**src/rtl/bcd_pkg.sv**
```systemverilog
// Shared constants for the binary-to-BCD converter: state encoding, default sizes,
// digit width, and a constant helper used for the elaboration-time range check.
package bcd_pkg;

  localparam logic [1:0] ST_IDLE = 2'b00;
  localparam logic [1:0] ST_OP   = 2'b01;
  localparam logic [1:0] ST_DONE = 2'b10;

  localparam int BIN_W_DEF = 20;
  localparam int NDIG_DEF  = 7;
  localparam int DIG_W     = 4;

  // 10^n as a 64-bit constant; only used at elaboration time.
  function automatic longint unsigned pow10(input int n);
    longint unsigned p;
    p = 64'd1;
    for (int i = 0; i < n; i++) begin
      p = p * 64'd10;
    end
    return p;
  endfunction

endpackage

```
**src/rtl/bcd_adj3.sv**
```systemverilog
// Double-dabble digit correction: a BCD digit above 4 gets 3 added before the shift
// so that it carries correctly into the next decade.
module bcd_adj3
  import bcd_pkg::*;
(
  input  logic [DIG_W-1:0] digit,
  output logic [DIG_W-1:0] adjusted
);

  assign adjusted = (digit > 4'd4) ? digit + 4'd3 : digit;

endmodule

```
**src/rtl/bin2bcd20.sv**
```systemverilog
// Sequential double-dabble binary-to-BCD converter, one bit per clock; fed from the
// Fibonacci unit (bin <= f, start <= its done_tick). Optional blank output: BIN2BCD_BLANK_EN.
module bin2bcd20
  import bcd_pkg::*;
#(
  parameter int BIN_W = BIN_W_DEF,
  parameter int NDIG  = NDIG_DEF
) (
  input  logic                    clk,
  input  logic                    reset,
  input  logic                    start,
  input  logic [BIN_W-1:0]        bin,
  output logic                    ready,
  output logic                    done_tick,
  output logic [DIG_W*NDIG-1:0]   bcd
`ifdef BIN2BCD_BLANK_EN
  ,
  output logic [NDIG-1:0]         blank
`endif
);

  localparam int BCD_W = DIG_W * NDIG;
  localparam int N_W   = $clog2(BIN_W + 1);
  localparam bit FITS  = pow10(NDIG) > ((64'd1 << BIN_W) - 64'd1);

  generate
    if (!FITS) begin : g_ndig_check
      $error("bin2bcd20: NDIG digits cannot represent 2^BIN_W-1");
    end
  endgenerate

  logic [1:0]       state_reg;
  logic [BIN_W-1:0] shift_reg;
  logic [BCD_W-1:0] work_reg;
  logic [N_W-1:0]   n_reg;
  logic [BCD_W-1:0] bcd_reg;

  logic [BCD_W-1:0] work_adj;
  logic [BCD_W-1:0] work_shift;

  genvar gi;
  generate
    for (gi = 0; gi < NDIG; gi++) begin : g_adj
      bcd_adj3 u_adj (
        .digit    (work_reg[DIG_W*gi +: DIG_W]),
        .adjusted (work_adj[DIG_W*gi +: DIG_W])
      );
    end
  endgenerate

  // The top adjusted bit always falls off: the range check keeps the top digit below 5.
  assign work_shift = {work_adj[BCD_W-2:0], shift_reg[BIN_W-1]};

`ifdef BIN2BCD_BLANK_EN
  logic [NDIG-1:0] blank_reg;
  logic [NDIG-1:0] blank_calc;

  // Digit 0 is never blanked so a zero result still shows a single "0".
  generate
    for (gi = 0; gi < NDIG; gi++) begin : g_blank
      if (gi == 0) begin : g_lsd
        assign blank_calc[gi] = 1'b0;
      end else begin : g_upper
        assign blank_calc[gi] = ~|work_shift[BCD_W-1:DIG_W*gi];
      end
    end
  endgenerate

  always_ff @(posedge clk or posedge reset) begin
    if (reset) begin
      blank_reg <= {{(NDIG-1){1'b1}}, 1'b0};
    end else if (state_reg == ST_OP && n_reg == N_W'(1)) begin
      blank_reg <= blank_calc;
    end
  end

  assign blank = blank_reg;
`endif

  always_ff @(posedge clk or posedge reset) begin
    if (reset) begin
      state_reg <= ST_IDLE;
      shift_reg <= '0;
      work_reg  <= '0;
      n_reg     <= '0;
      bcd_reg   <= '0;
    end else begin
      case (state_reg)
        ST_IDLE: begin
          if (start) begin
            shift_reg <= bin;
            work_reg  <= '0;
            n_reg     <= N_W'(BIN_W);
            state_reg <= ST_OP;
          end
        end
        ST_OP: begin
          work_reg  <= work_shift;
          shift_reg <= {shift_reg[BIN_W-2:0], 1'b0};
          n_reg     <= n_reg - N_W'(1);
          if (n_reg == N_W'(1)) begin
            bcd_reg   <= work_shift;
            state_reg <= ST_DONE;
          end
        end
        ST_DONE: begin
          state_reg <= ST_IDLE;
        end
        default: begin
          state_reg <= ST_IDLE;
        end
      endcase
    end
  end

  assign ready     = (state_reg == ST_IDLE);
  assign done_tick = (state_reg == ST_DONE);
  assign bcd       = bcd_reg;

endmodule

```
**config.mk**
```make
export PLATFORM = sky130hd
export DESIGN_NAME = bin2bcd20
export DESIGN_NICKNAME = d
export VERILOG_FILES = /design/src/rtl/bcd_pkg.sv /design/src/rtl/bcd_adj3.sv /design/src/rtl/bin2bcd20.sv
export SDC_FILE = /design/constraint.sdc
export NUM_CORES = 1
export LEC_CHECK = 0
export BUFFER_PORTS_ARGS = -buffer_cell sky130_fd_sc_hd__clkbuf_2
export CAP_MARGIN = 20
export CORE_UTILIZATION = 62
export DETAILED_ROUTE_END_ITERATION = 8
export PLACE_DENSITY = 0.85
export SYNTH_ARGS = -nofsm -noshare
export SYNTH_HDL_FRONTEND = slang
export SYNTH_SLANG_ARGS = --single-unit
```
**constraint.sdc**
```tcl
create_clock -name clk -period 7.2 [get_ports clk]
set_input_delay 1.44 -clock clk [delete_from_list [all_inputs] [get_ports clk]]
set_output_delay 1.44 -clock clk [all_outputs]
set_load 0.005 [all_outputs]
```
==> run_results.csv <==
group,metric,value,unit
yosys,ys_ff_latch,83,
yosys,synth_top_cell_by_area,"dfrtp_1",
final_layout,antenna_cells,0,
routing,via_count,3056,
final_layout,drive_gt1_share,20.0,%
yosys,yosys_warnings,0,
final_layout,syn2layout_area_growth,10.9,%
placed_design,numPortBuffers,52,
yosys,yosysMostFrequentCell,"dfrtp_1",
clock_tree,clock_latency,350,ps
yosys,yosysUniqueCellTypes,33,
setup_path,cp_top_family,"simple AND/OR/NAND/NOR gates",
yosys,synth_fa_ha_area_share,4.83,%
sta,setup_viol,0,
sta,whs,478,ps
worst_hold_path,min_path_type,"reg2reg",
routing,routedWlPerCell,14.8,µm
setup_path,critPathKind,"reg2reg",
clock_tree,cts_hold_buf,0,
final_layout,seqCellArea,2080,µm²
global_routing,grt_max_degree,84,
setup_path,start_kind,"flop",
die,rows,29,
setup_path,path_cells,"nor2b_4 > nand2_2 > inv_12 > mux2_4",
die,die-area,7010,µm²
routing,viasPerCell,5.73,
run,cap_violations,0,
sta,finClkSkew,4.98,ps
sta,clock.fmax,0.322,GHz
clock_tree,numCtsBuffers,9,
sta,rsz0062_at_grt,"no",
pwr,ir_worst_vdd,0.253,mV
yosys,synth_commonest_cells,"dfrtp_1 (83), o21ai_0 (72), nand2_1 (37), a21oi_1 (35), nor2b_1 (26)",
pwr,pwr_density_cell,453,nW/µm²
sta,period_minus_slack,3100,ps
global_routing,antenna_found_initial,0,
clock_tree,cts_sinks,83,
final_layout,nets,491,
clock_tree,clock_path_buffers,2,
sta,post-route-period-util,43.1,%
yosys,synth-simple-area-share,11.7,%
routing,drt_iter0_drc,206,
yosys,syn_area_per_cell,10.2,µm²
clock_tree,cts_tree,"yes",
yosys,netlist_area,4140,µm²
die,start_util,64.9,%
yosys,synth_compound_area_share,20.2,%
routing,drc,0,
clock_tree,htreeDepth,3,
yosys,syn_inst,408,
global_routing,grt-ovfl-total,0,
setup_path,reg2reg_depth,4,
routing,routed_wirelength,7880,µm
setup_path,critical_path_buf_inv_count,1,
yosys,synth_top_family_by_area,"compound AO/OA/AOI/OAI gates",
clock_tree,clk_pin_slew_worst_paths,80,ps
clock_tree,cts-root-buf,"clkbuf_8",
routing,first_pass_iters,4,
yosys,syn_nets,447,
sta,slew_violations,0,
placed_design,routabilityCongestion,0.795,
sta,tightest_slew,939,ps
clock_tree,cts_setup_buffers,0,
die,num_io_pins,53,
setup_path,ff2ff_setup_slack,4100,ps
sta,relSlewSlack,37.4,%
setup_path,slowest_stage,"dfrtp_1",
sta,setup_tns,0,ps
global_routing,grt_use_total,24.7,%
final_layout,final.fill_count,475,
setup_path,worstSetupEndpointType,"flop",
worst_hold_path,hold_path_end,"bcd[16]",
yosys,synth_mux_area_share,5.47,%
yosys,synth_xor_area_share,1.90,%
worst_hold_path,hp-start,"bcd[16]",
yosys,synth_edf_count,0,
clock_tree,cts_resized,0,
yosys,async_flop_share,100,%
worst_hold_path,hold_depth,2,
pwr,leakage,2.17,nW
setup_path,cp.required,7440,ps
sta,final_hold_viol_count,0,
yosys,yosysSeqAreaShare,50.1,%
setup_path,crit_path_max_incr_delay,960,ps
setup_path,r2r_end,"bcd[6]",
yosys,yosys-top-cells-area,"dfrtp_1 (50%), o21ai_0 (8.7%), ha_1 (4.8%)",
placed_design,place_hpwl,5040,µm
global_routing,grt_pass1_wl,13800,µm
setup_path,cp.arrival,3340,ps
status,outcome,"finished clean",
final_layout,multi_input_area,1820,µm²
die,core,6390,µm²
die,fp.dieW,83.7,µm
yosys,synth_flop_cell,"dfrtp_1",
global_routing,grt_pass1_vias,3049,
routing,postRouteAntennaNets,0,
setup_path,critical_path_peak_fanout,38,
setup_path,reg2reg_from,"state_reg[0]",
die,die_h,83.7,µm
yosys,netlist.area_leader.share,50.1,%
[metrics by stage]
step                      setup slack [ps]  total power [mW]  utilization (%)  area, µm²  std cells
final                                 4100              2.08             71.9       4590        533
after global routing                  3880              2.27             71.9       4590        533
after CTS                             4090              2.09             71.5       4570        532
after detailed placement              4140              1.77             68.7       4390        517
after global placement                3990              1.71             68.5       4380        516
after floorplan                       3620              1.54                -       4140        408
[placed cells by master (no fill, tap or decap), types with 6 or more instances in the layout]
cell type,n
nor2_1,6
a22o_1,11
o21ai_0,72
nand2_1,37
inv_1,24
a21oi_1,35
ha_1,16
xnor2_1,9
nor2b_1,26
a22oi_1,19
clkbuf_8,12
clkbuf_2,52
dfrtp_1,83
mux2_4,10
nor3_1,8
[power by group]
part | internal [mW] | leakage (nW) | switching (mW)
Combinational | 0.430 | 1.02 | 0.475
Sequential | 0.676 | 1.05 | 0.192
Clock | 0.151 | 0.0953 | 0.159
[worst min-delay path, delay by kind of cell (launching register included)]
kind | cells | cell delay [ps]
DFF | 1 | 350
AOI/OAI and AO/OA | 1 | 60
and+or+nand+nor | 1 | 40
[how the worst max path moves through the flow]
stage / startpoint / endpoint / slack, ps / depth (start not counted)
5_1_grt: state_reg[0] / bcd[6] / 3880 / 4
3_5_place_dp: state_reg[0] / bcd[6] / 4140 / 4
4_1_cts: state_reg[0] / bcd[11] / 4090 / 4
2_1_floorplan: reset / bcd[0] / 3620 / 1
3_3_place_gp: start / shift_reg[15] / 3990 / 4
6_report: state_reg[0] / bcd[6] / 4100 / 4
[per-layer routing]
metal  up-vias  share of wire [%]  global-route usage (%)  wire [µm]
met3         9                4.0                    3.26        312
met1      1486                 46                    32.5       3600
met5         -                  0                       0          0
met4         0                1.5                    11.4        117
met2        69                 49                    40.8       3850
li1       1492                  -                       -          -
[cell families (layout without fill, tap and decap cells)]
group | after synthesis | count (layout)
xor gates and xnor gates | 9 | 9
buffers and inverters | 48 | 96
adders and majority gates | 16 | 16
DFF | 83 | 83
AOI/OAI and AO/OA | 145 | 145
and+or+nand+nor | 90 | 90
muxes | 17 | 17
[final cells by class]
class | instances | share of cell area, %
sequential | 83 | 45.2
multi-input combinational | 277 | 39.7
timing repair buffer | 55 | 6.67
clock buffer | 13 | 3.68
inverter | 26 | 2.42
tap | 77 | 2.10
clock inverter | 2 | 0.218
(Power assumes the default switching activity.)
